File: src/rtl/motor_pwm_gen.sv
// motor_pwm_gen
// Multi-channel motor PWM generator for the copter ESC outputs.
// A prescaler divides aclk into ticks. A period counter counts ticks from
// 0 to period_q-1. Each channel compares that count against its shadow
// pulse width. Pulse widths are written into a staging bank. A commit copies
// the staging bank into the shadow bank at the next period boundary, so all
// channels change in the same period. A refresh watchdog forces an idle
// throttle on every channel when no commit arrives for WDOG_PERIODS periods.
//
// Ports:
//   aclk          sole clock
//   aresetn       asynchronous active-low reset
//   arm           level; requests armed operation
//   wr_valid      write strobe for staging[wr_ch]
//   wr_ch         staging channel index
//   wr_data       pulse width in ticks
//   commit        pulse; apply the staging widths at the next boundary
//   period        period in ticks, sampled at each boundary (values < 2 ignored)
//   pwm_out       registered motor PWM outputs
//   period_start  one-cycle pulse marking the first output cycle of a period
//   armed         high while ARMED
//   failsafe      high while FAILSAFE
//   wr_err        one-cycle pulse after a write to a nonexistent channel
module motor_pwm_gen #(
  parameter int unsigned NUM_CH         = 6,
  parameter int unsigned WIDTH          = 16,
  parameter int unsigned PRESCALE       = 100,
  parameter int unsigned PERIOD_DEFAULT = 2500,
  parameter int unsigned IDLE_WIDTH     = 1000,
  parameter int unsigned WDOG_PERIODS   = 50,
  localparam int unsigned CH_W          = (NUM_CH > 1) ? $clog2(NUM_CH) : 1
) (
  input  logic              aclk,
  input  logic              aresetn,
  input  logic              arm,
  input  logic              wr_valid,
  input  logic [CH_W-1:0]   wr_ch,
  input  logic [WIDTH-1:0]  wr_data,
  input  logic              commit,
  input  logic [WIDTH-1:0]  period,
  output logic [NUM_CH-1:0] pwm_out,
  output logic              period_start,
  output logic              armed,
  output logic              failsafe,
  output logic              wr_err
);

  localparam int unsigned PS_W = (PRESCALE > 1) ? $clog2(PRESCALE) : 1;
  localparam int unsigned WD_W = (WDOG_PERIODS > 0) ? $clog2(WDOG_PERIODS + 1) : 1;

  localparam logic [PS_W-1:0]  PS_LAST    = PS_W'(PRESCALE - 1);
  localparam logic [WD_W-1:0]  WD_LIMIT   = WD_W'(WDOG_PERIODS);
  localparam logic [WIDTH-1:0] IDLE_W     = WIDTH'(IDLE_WIDTH);
  localparam logic [WIDTH-1:0] PERIOD_RST = WIDTH'(PERIOD_DEFAULT);
  localparam logic [WIDTH-1:0] MIN_PERIOD = WIDTH'(2);

  typedef enum logic [1:0] {
    ST_DISARMED = 2'd0,
    ST_ARMED    = 2'd1,
    ST_FAILSAFE = 2'd2
  } state_e;

  state_e            state;
  state_e            state_d;

  logic [PS_W-1:0]   presc;
  logic [WIDTH-1:0]  pcnt;
  logic [WIDTH-1:0]  period_q;
  logic [WD_W-1:0]   wdog;
  logic [WD_W-1:0]   wdog_inc;
  logic [WD_W-1:0]   wdog_d;
  logic              commit_pending;

  logic [WIDTH-1:0]  staging  [NUM_CH];
  logic [WIDTH-1:0]  shadow   [NUM_CH];
  logic [WIDTH-1:0]  shadow_d [NUM_CH];
  logic [NUM_CH-1:0] pwm_d;

  logic              tick;
  logic              boundary;
  logic              apply;
  logic              wdog_trip;
  logic              enter_disarm;
  logic              ch_ok;

  // ---------------------------------------------------------------------
  // Timebase
  // ---------------------------------------------------------------------
  assign tick     = (presc == PS_LAST);
  assign boundary = (presc == '0) && (pcnt == '0);
  assign apply    = boundary && commit_pending;

  always_ff @(posedge aclk or negedge aresetn) begin
    if (!aresetn) begin
      presc <= '0;
    end else if (tick) begin
      presc <= '0;
    end else begin
      presc <= presc + PS_W'(1);
    end
  end

  // The wrap point uses the period latched at the last boundary, so a new
  // period value never truncates or stretches the period in progress.
  always_ff @(posedge aclk or negedge aresetn) begin
    if (!aresetn) begin
      pcnt <= '0;
    end else if (tick) begin
      if (pcnt >= period_q - WIDTH'(1)) begin
        pcnt <= '0;
      end else begin
        pcnt <= pcnt + WIDTH'(1);
      end
    end
  end

  always_ff @(posedge aclk or negedge aresetn) begin
    if (!aresetn) begin
      period_q <= PERIOD_RST;
    end else if (boundary && (period >= MIN_PERIOD)) begin
      period_q <= period;
    end
  end

  // ---------------------------------------------------------------------
  // Staging bank, commit request and write error
  // ---------------------------------------------------------------------
  assign ch_ok = (32'(wr_ch) < NUM_CH);

  always_ff @(posedge aclk or negedge aresetn) begin
    if (!aresetn) begin
      for (int unsigned i = 0; i < NUM_CH; i++) begin
        staging[i] <= '0;
      end
    end else if (wr_valid && ch_ok) begin
      staging[wr_ch] <= wr_data;
    end
  end

  // A commit arriving on the boundary cycle survives the clear and is
  // therefore applied at the following boundary.
  always_ff @(posedge aclk or negedge aresetn) begin
    if (!aresetn) begin
      commit_pending <= 1'b0;
    end else if (commit) begin
      commit_pending <= 1'b1;
    end else if (boundary) begin
      commit_pending <= 1'b0;
    end
  end

  always_ff @(posedge aclk or negedge aresetn) begin
    if (!aresetn) begin
      wr_err <= 1'b0;
    end else begin
      wr_err <= wr_valid && !ch_ok;
    end
  end

  // ---------------------------------------------------------------------
  // Refresh watchdog: counts boundaries without a commit, saturating
  // ---------------------------------------------------------------------
  assign wdog_inc  = (wdog >= WD_LIMIT) ? wdog : wdog + WD_W'(1);
  assign wdog_trip = boundary && !commit_pending && (wdog_inc == WD_LIMIT);

  always_comb begin
    wdog_d = wdog;
    if (apply) begin
      wdog_d = '0;
    end else if (boundary) begin
      wdog_d = wdog_inc;
    end
  end

  always_ff @(posedge aclk or negedge aresetn) begin
    if (!aresetn) begin
      wdog <= '0;
    end else begin
      wdog <= wdog_d;
    end
  end

  // ---------------------------------------------------------------------
  // Arming state machine
  // ---------------------------------------------------------------------
  always_ff @(posedge aclk or negedge aresetn) begin
    if (!aresetn) begin
      state <= ST_DISARMED;
    end else begin
      state <= state_d;
    end
  end

  always_comb begin
    state_d = state;
    case (state)
      ST_DISARMED: begin
        if (apply && arm) begin
          state_d = ST_ARMED;
        end
      end
      ST_ARMED: begin
        if (!arm) begin
          state_d = ST_DISARMED;
        end else if (wdog_trip) begin
          state_d = ST_FAILSAFE;
        end
      end
      ST_FAILSAFE: begin
        if (!arm) begin
          state_d = ST_DISARMED;
        end else if (apply) begin
          state_d = ST_ARMED;
        end
      end
      default: begin
        state_d = ST_DISARMED;
      end
    endcase
  end

  assign enter_disarm = (state != ST_DISARMED) && (state_d == ST_DISARMED);

  // ---------------------------------------------------------------------
  // Shadow bank and output compare
  // ---------------------------------------------------------------------
  // Disarming wins over a commit landing on the same boundary: the bank
  // is cleared, and the commit request is still consumed.
  always_comb begin
    for (int unsigned i = 0; i < NUM_CH; i++) begin
      shadow_d[i] = shadow[i];
      if (enter_disarm) begin
        shadow_d[i] = '0;
      end else if (apply) begin
        shadow_d[i] = staging[i];
      end
    end
  end

  always_ff @(posedge aclk or negedge aresetn) begin
    if (!aresetn) begin
      for (int unsigned i = 0; i < NUM_CH; i++) begin
        shadow[i] <= '0;
      end
    end else begin
      for (int unsigned i = 0; i < NUM_CH; i++) begin
        shadow[i] <= shadow_d[i];
      end
    end
  end

  // Outputs are computed from the next state and next shadow bank so a
  // state change or a commit shows up on the very next cycle, together
  // with the status flags.
  always_comb begin
    pwm_d = '0;
    for (int unsigned i = 0; i < NUM_CH; i++) begin
      case (state_d)
        ST_ARMED:    pwm_d[i] = (pcnt < shadow_d[i]);
        ST_FAILSAFE: pwm_d[i] = (pcnt < IDLE_W);
        default:     pwm_d[i] = 1'b0;
      endcase
    end
  end

  always_ff @(posedge aclk or negedge aresetn) begin
    if (!aresetn) begin
      pwm_out      <= '0;
      period_start <= 1'b0;
      armed        <= 1'b0;
      failsafe     <= 1'b0;
    end else begin
      pwm_out      <= pwm_d;
      period_start <= boundary;
      armed        <= (state_d == ST_ARMED);
      failsafe     <= (state_d == ST_FAILSAFE);
    end
  end

endmodule
File: config.mk
export PLATFORM = sky130hd
export DESIGN_NAME = motor_pwm_gen
export DESIGN_NICKNAME = d
export VERILOG_FILES = /design/src/rtl/motor_pwm_gen.sv
export SDC_FILE = /design/constraint.sdc
export NUM_CORES = 1
export LEC_CHECK = 0
export BUFFER_PORTS_ARGS = -buffer_cell sky130_fd_sc_hd__buf_2
export CORE_MARGIN = 3
export CORE_UTILIZATION = 45
export DETAILED_ROUTE_END_ITERATION = 12
export GPL_TIMING_DRIVEN = 0
export HOLD_SLACK_MARGIN = 0.02
export RECOVER_POWER = 100
export SYNTH_ARGS = -nofsm -noshare
export SYNTH_HDL_FRONTEND = slang
export SYNTH_SLANG_ARGS = --single-unit
File: constraint.sdc
create_clock -name aclk -period 5 [get_ports aclk]
set_input_delay 1 -clock aclk [delete_from_list [all_inputs] [get_ports aclk]]
set_output_delay 1 -clock aclk [all_outputs]
set_load 0.05 [all_outputs]
==> out/qor.tcl, run 1 <==
set qor(ant_nets) 0
set qor(fin_setup_tns_ns) 0
set qor(drt-total-wl_um) 36300
set qor(via_count_of_the_first_global_routing_pass) 9703
set qor(timing.critical_path.required_ns) 5.41
set qor(synth_area_per_cell_um2) 11.2
set qor(ctsRootBufferMaster) {clkbuf_16}
set qor(worstSetupStartpointType) {flip-flop}
set qor(min_period_over_period) 0.985
set qor(cpPeakStageDelay_ns) 0.55
set qor(crit_path_cell_trace) {or4_4 > or4_4 > buf_6 > nor3_4 > and4_4 > a32oi_2 > ha_1 > o21a_2 > clkbuf_8 > clkbuf_8 > clkbuf_4 > or2_2 > ha_1 > nand2_1 > or3_1 > a311oi_2 > o221ai_2}
set qor(highest_layer) {met4}
set qor(grt_first_pass_wirelength_um) 56400
set qor(drc_errors) 0
set qor(seq_area_frac_synth) 0.462
set qor(violated_checks) {max-capacitance violations, max-slew violations}
set qor(synth_cell_type_count) 64
set qor(tritoncts) {built}
set qor(total_power_mw) 5.19
set qor(die_h_um) 179
set qor(kind_of_critical_path) {reg2reg}
set qor(worstPathMaxFanout) 10
set qor(clk-insertion-delay-late_ns) 0.56
set qor(critical_path.top_delay_family) {simple AND/OR/NAND/NOR gates}
set qor(setup_viol_count_final) 0
set qor(m1WireLength_um) 17200
set qor(rows) 62
set qor(detailedPlacementHpwl_um) 24200
set qor(syn_inst_count) 1214
set qor(leading_cell_types_by_count_after_synthesis) {dfrtp_1 (245), nor2_1 (125), ha_1 (116)}
set qor(slowest_cell_on_the_critical_path) {or4_4}
set qor(fin_skew_ns) 0.0108
set qor(antenna_cells) 0
set qor(layout.nets) 1465
set qor(top_level_ports) 50
set qor(placeableCoreArea_mm2) 0.0292
set qor(biggest_area_consumer_among_synthesized_cells) {dfrtp_1}
set qor(async_flop_share) 1.00
set qor(ir_drop_worst_vdd_mv) 0.259
set qor(clk_path_buf_depth) 3
set qor(synth_seq_cells) 250
set qor(placedInstanceArea_mm2) 0.0143
set qor(critical_path.n_buffers_inverters) 4
set qor(rsz_0062_raised_after_global_routing) {true}
set qor(routabilityCongestion) 0.884
set qor(relSlewSlack) -1.24
set qor(power-per-cell-area_mw_per_mm2) 332
set qor(fillers) 2613
set qor(final_hold_viol_count) 0
set qor(synth_enable_flop_cells) 0
set qor(cp_data_arrival_time_ns) 5.34
set qor(grt_start_max_net_pins) 115
set qor(total_leakage_power_nw) 7.76
set qor(area_growth_syn_to_layout_pct) 15.5
set qor(finalWorstPathRequiredPeriod_ns) 4.93
set qor(wl_met2_um) 16400
set qor(critical_path.endpoint_type) {flip-flop}
set qor(die_width_um) 179
set qor(hold_class) {in2async}
set qor(detailedRoute.firstIterationViolations) 663
set qor(tritoncts.num_buffers) 29
set qor(final_max_slew_viol_count) 72
set qor(status) {complete, but fails checks}
set qor(wl_met3_um) 1340
set qor(worst_setup_hold_path_clk_slew_ns) 0.06
set qor(share_of_layout_cells_above_drive_strength_1) 0.279
set qor(maxClockFrequency_mhz) 203
set qor(cts_sinks) 250
set qor(post-synth-top-count-cell) {dfrtp_1}
set qor(synth.cell_area_mm2) 0.0135
set qor(timing_worst_slew_pin_value_ns) 3.36
set qor(holdBufCountCts) 0
set qor(fp.dieArea_mm2) 0.0322
set qor(postSynth.topFlopCell) {dfrtp_1}
set qor(overflow) 0
set qor(synth_warnings) 0
set qor(mappedNetlistNets) 1370
set qor(initial_core_util) 0.464
set qor(yosys.area.top_type_share) 0.453
set qor(max-cap-violations) 1
set qor(io_buffer_count) 47
set qor(grt_antenna_before_repair) 0
set qor(grt_usage) 0.221
set qor(detail_route.first_pass.iterations) 5
set qor(route.detailed.vias_per_inst) 5.63
set qor(dr_total_vias) 9659
set qor(route.detailed.wl_per_inst_um) 21.1
set qor(final_design_area_no_fill_mm2) 0.0156
set qor(synth_top_cells_by_area) {dfrtp_1 (45%), ha_1 (11%), mux2_2 (8.5%), mux2i_1 (6.7%), or2_2 (4.3%)}
set qor(htreeDepth) 1
cell usage in the layout, fill, tap and decap left out, types with 5 or more instances in the layout:
cell type,n
or2_2,93
nand4_1,19
mux2_2,101
mux2i_1,90
buf_4,17
nor4_1,9
nand3_1,17
dfrtp_1,229
clkbuf_16,29
xnor2_1,21
clkbuf_8,13
o211a_1,10
nor3_1,29
a211oi_1,6
and3_1,5
inv_1,18
buf_2,39
dfrtp_4,7
o21ai_0,27
dfrtp_2,9
ha_1,116
a21oi_1,41
a21o_1,14
and4_1,5
mux2_4,10
o21a_1,9
o211ai_1,14
buf_1,6
xor2_1,7
nand2_1,50
nor2_1,124
dfstp_2,5
clkbuf_1,43
worst paths after layout:
check | depth (start not counted) | endpoint | slack, ns | startpoint
worst max-delay path | 17 | pwm_out[5] | 0.07 | pcnt[15]
worst min-delay path | 1 | wdog[3] | 0.37 | aresetn
worst max register to register | 17 | pwm_out[5] | 0.07 | pcnt[15]
worst min register to register | 1 | presc[0] | 0.49 | presc[0]
max in group asynchronous | 2 | staging[13] | 0.84 | aresetn
min in group aclk | 1 | presc[0] | 0.49 | presc[0]
kinds of logic (layout without fill, tap and decap cells):
logic type | Yosys count | count (layout) | share of synthesized area
adder cells (fa/ha/maj) | 116 | 116 | 0.107
XOR/XNOR | 28 | 28 | 0.0181
AND/OR/NAND/NOR | 391 | 391 | 0.149
buffers and inverters | 69 | 187 | 0.0222
flip-flops | 250 | 250 | 0.462
multiplexers | 202 | 202 | 0.162
AO/OA/AOI/OAI | 158 | 158 | 0.0783
what timing repair did:
action / CTS / global route
setup endpoints to repair: 102 / 6
setup buffers: 13 / 3
resized for setup: 49 / 20
pin swaps: 6 / 8
worst register-to-register path: stages (launching register included):
cell and delay, ns:
dfrtp_4 0.49, or4_4 0.55, or4_4 0.52, buf_6 0.17, nor3_4 0.17, and4_4 0.26
a32oi_2 0.07, ha_1 0.21, o21a_2 0.15, clkbuf_8 0.18, clkbuf_8 0.18, clkbuf_4 0.19
or2_2 0.31, ha_1 0.30, nand2_1 0.07, or3_1 0.42, a311oi_2 0.37, o221ai_2 0.16
flip-flops by register name (all words and copies together), names as in the netlist:
register / count
shadow: 96
staging: 96
pcnt: 16
period_q: 16
presc: 7
pwm_out: 6
wdog: 6
state: 2
armed: 1
commit_pending: 1
failsafe: 1
period_start: 1
wr_err: 1
metal layers:
| layer | vias up | GRT usage |
|---|---|---|
| met5 | - | 0 |
| met4 | 0 | 0.0761 |
| met3 | 65 | 0.0287 |
| met2 | 189 | 0.352 |
| met1 | 4842 | 0.313 |
| li1 | 4563 | - |
metrics by stage:
step                       util  cells  worst slack, ns  hold WS (ns)
final                     0.536   1716           0.0739         0.374
after global routing      0.536   1716          -0.0441         0.416
after CTS                 0.534   1713          -0.0249         0.411
after detailed placement  0.491   1648            -1.57         0.484
after global placement    0.489   1645            -1.69         0.479
after floorplan               -   1214            0.118         0.454
cell type report:
cell class              count  area, um^2  share of cell area
well taps                 384         480              0.0307
clock inverters            10         135             0.00864
flip-flops and latches    250        6300               0.403
clock buffers              44         892              0.0570
multi-input cells         895        7100               0.454
plain buffers              48         268              0.0171
inverters                  18        67.6             0.00432
repair buffers             67         397              0.0254
report_power, final:
group          internal, mW  switching, mW  total [mW]
logic                 0.291          0.261       0.552
clock network          1.38          0.868        2.25
registers              2.27          0.120        2.39
No activity file was read; power rests on OpenSTA's default activity.
==> inputs of run 2 (changes only) <==
PLACE_DENSITY = 0.73   (was unset)
==> run 2 against run 1 <==
  * The flow still finishes with violations (max-capacitance violations, max-slew violations)
  * Critical path depth is the same
  * Wire length shrank 2.0%
  * Die area is the same
==> out/qor.tcl, run 2 (synthesis results as in run 1) <==
set qor(detailedRoute.firstIterationViolations) 766 ;# +16%
set qor(ctsRootBufferMaster) {clkbuf_16}
set qor(route.detailed.vias_per_inst) 5.88 ;# +4.5%
set qor(instances_no_fill) 1708 ;# -0.47%
set qor(fp.dieArea_mm2) 0.0322 ;# unchanged
set qor(finalWorstPathRequiredPeriod_ns) 4.89 ;# -0.0385 ns
set qor(routabilityCongestion) 0.895 ;# +1.2%
set qor(top_level_ports) 50 ;# unchanged
set qor(clk-insertion-delay-late_ns) 0.55 ;# about the same
set qor(layout.core_utilization) 0.527 ;# -0.00952
set qor(min_period_over_period) 0.978 ;# -0.00769
set qor(cts_sinks) 250 ;# unchanged
set qor(critical_path.endpoint_type) {flip-flop}
set qor(largestRegisters) {shadow (96), staging (96)}
set qor(rows) 62 ;# unchanged
set qor(total_leakage_power_nw) 7.62 ;# -1.7%
set qor(layout.nets) 1460 ;# -0.34%
set qor(htreeDepth) 1 ;# unchanged
set qor(place_inst) 1647 ;# -0.061%
set qor(worstSetupStartpointType) {flip-flop}
set qor(timing_worst_slew_pin_value_ns) 3.02 ;# -0.348 ns
set qor(ant_nets) 0 ;# unchanged
set qor(cp_data_arrival_time_ns) 5.25 ;# -0.09 ns
set qor(clk_path_buf_depth) 3 ;# unchanged
set qor(setup_viol_count_final) 0 ;# unchanged
set qor(timing.critical_path.required_ns) 5.36 ;# -0.05 ns
set qor(power-per-cell-area_mw_per_mm2) 321 ;# -3.3%
set qor(dr_total_vias) 10043 ;# +4.0%
set qor(final_max_slew_viol_count) 124 ;# +72%
set qor(post-place-ws_ns) -1.39 ;# +0.177 ns
set qor(detailedPlacementHpwl_um) 23600 ;# -2.6%
set qor(die_width_um) 179 ;# unchanged
set qor(layout_commonest_cell) {dfrtp_1}
set qor(grt_first_pass_wirelength_um) 55900 ;# -0.89%
set qor(overflow) 0 ;# unchanged
set qor(r2r_start) {pcnt[15]}
set qor(route.detailed.wl_per_inst_um) 20.8 ;# -1.5%
set qor(placeableCoreArea_mm2) 0.0292 ;# unchanged
set qor(final_hold_viol_count) 0 ;# unchanged
set qor(drt-total-wl_um) 35600 ;# -2.0%
set qor(endpoint_of_the_worst_slack_reg_to_reg_timing_path) {pwm_out[0]}
set qor(violated_checks) {max-capacitance violations, max-slew violations}
set qor(worst_setup_hold_path_clk_slew_ns) 0.06 ;# about the same
set qor(worstRegToRegCells) 17 ;# unchanged
set qor(hold_class) {reg2reg}
set qor(timing.critical_path.from) {pcnt[15]}
set qor(maxClockFrequency_mhz) 205 ;# +0.79%
set qor(share_of_layout_cells_above_drive_strength_1) 0.264 ;# -0.0149
set qor(fin_setup_tns_ns) 0 ;# unchanged
set qor(tritoncts) {built}
set qor(grt_antenna_before_repair) 1 ;# +1
set qor(cpPeakStageDelay_ns) 0.55 ;# about the same
set qor(kind_of_critical_path) {reg2reg}
set qor(grt_usage) 0.215 ;# -0.00583
set qor(status) {complete, but fails checks}
set qor(ir_drop_worst_vdd_mv) 0.286 ;# +11%
set qor(antenna_cells) 0 ;# unchanged
set qor(slowest_cell_on_the_critical_path) {or4_4}
set qor(drc_errors) 0 ;# unchanged
set qor(worst-r2r-setup-slack_ns) 0.11 ;# +0.04 ns
set qor(fin_skew_ns) 0.0136 ;# +0.00282 ns
set qor(die_h_um) 179 ;# unchanged
set qor(worst_slack_ns) 0.112 ;# +0.0385 ns
set qor(crit_path_cell_trace) {or4_4 > or4_4 > buf_6 > nor3_4 > and4_4 > a32oi_2 > ha_1 > o21a_2 > clkbuf_8 > buf_8 > buf_4 > or2_2 > ha_1 > and4_1 > o2111ai_1 > a311oi_2 > o221ai_2}
set qor(relSlewSlack) -1.01 ;# +0.232
set qor(area_growth_syn_to_layout_pct) 13.5
set qor(worstPathMaxFanout) 10 ;# unchanged
set qor(via_count_of_the_first_global_routing_pass) 10038 ;# +3.5%
set qor(timing.critical_path.to) {pwm_out[0]}
set qor(holdBufCountCts) 0 ;# unchanged
set qor(grt_start_max_net_pins) 129 ;# +12%
set qor(layout_common_cells) {dfrtp_1 (229), nor2_1 (124), ha_1 (116)}
set qor(max-cap-violations) 1 ;# unchanged
set qor(tritoncts.num_buffers) 27 ;# -6.9%
set qor(detail_route.first_pass.iterations) 5 ;# unchanged
set qor(total_power_mw) 4.93 ;# -5.0%
set qor(initial_core_util) 0.464 ;# unchanged
set qor(io_buffer_count) 47 ;# unchanged
## run 2: cell count changes in the layout (fill, tap and decap cells not counted), sizes merged
cell      previous run  this run
buf                 68        67
bufinv               3         2
clkbuf              90        79
clkinv               4         8
clkinvlp             1         2
## run 2: cell type report
class                      count  area (um^2)
fill                        2593        13800
multi-input combinational    895         7050
sequential                   250         6300
clock buffer                  35          746
tap                          384          480
timing repair buffer          63          344
buffer                        49          245
clock inverter                14          133
inverter                      18         67.6
## run 2: where the power goes
part,internal [mW],total (mW),switching [mW]
combinational,0.285,0.553,0.268
clock,1.16,1.99,0.830
sequential,2.27,2.39,0.120
## run 2: worst max-delay path: cells and delay by family (launching register included)
| family | cells | cell delay [ns] |
|---|---|---|
| simple gates | 6 | 2.03 |
| compound gates | 5 | 0.97 |
| buf+inv | 4 | 0.68 |
| fa+ha+maj | 2 | 0.53 |
| flops | 1 | 0.49 |
## run 2: what timing repair did
item | CTS | global route
gates resized for setup | 52 | 22
setup buffers | 12 | 2
hold endpoints to repair | 0 | 0
setup endpoints to repair | 45 | 5
pin swaps | 4 | 8
## run 2: worst min-delay path by stage
stage,end,depth (start not counted),from,slack [ns]
final,presc[0],1,presc[0],0.49
after floorplan,presc[0],1,presc[0],0.45
after global routing,staging[89],1,staging[89],0.52
after CTS,presc[0],1,presc[0],0.49
after global placement,presc[0],1,presc[0],0.47
after detailed placement,presc[0],1,presc[0],0.48
## run 2: per-layer routing
| layer | vias up | track usage | part of all wire |
|---|---|---|---|
| li1 | 4550 | - | - |
| met1 | 5086 | 0.306 | 0.44 |
| met2 | 329 | 0.349 | 0.46 |
| met3 | 76 | 0.0317 | 0.066 |
| met4 | 2 | 0.0529 | 0.028 |
| met5 | - | 0 | 0.00031 |
## run 2: stage by stage
| step | hold slack [ns] | area [um^2] |
|---|---|---|
| 2_1_floorplan | 0.454 | 13500 |
| 3_3_place_gp | 0.467 | 14300 |
| 3_5_place_dp | 0.479 | 14300 |
| 4_1_cts | 0.487 | 15400 |
| 5_1_grt | 0.518 | 15400 |
| 6_report | 0.494 | 15400 |
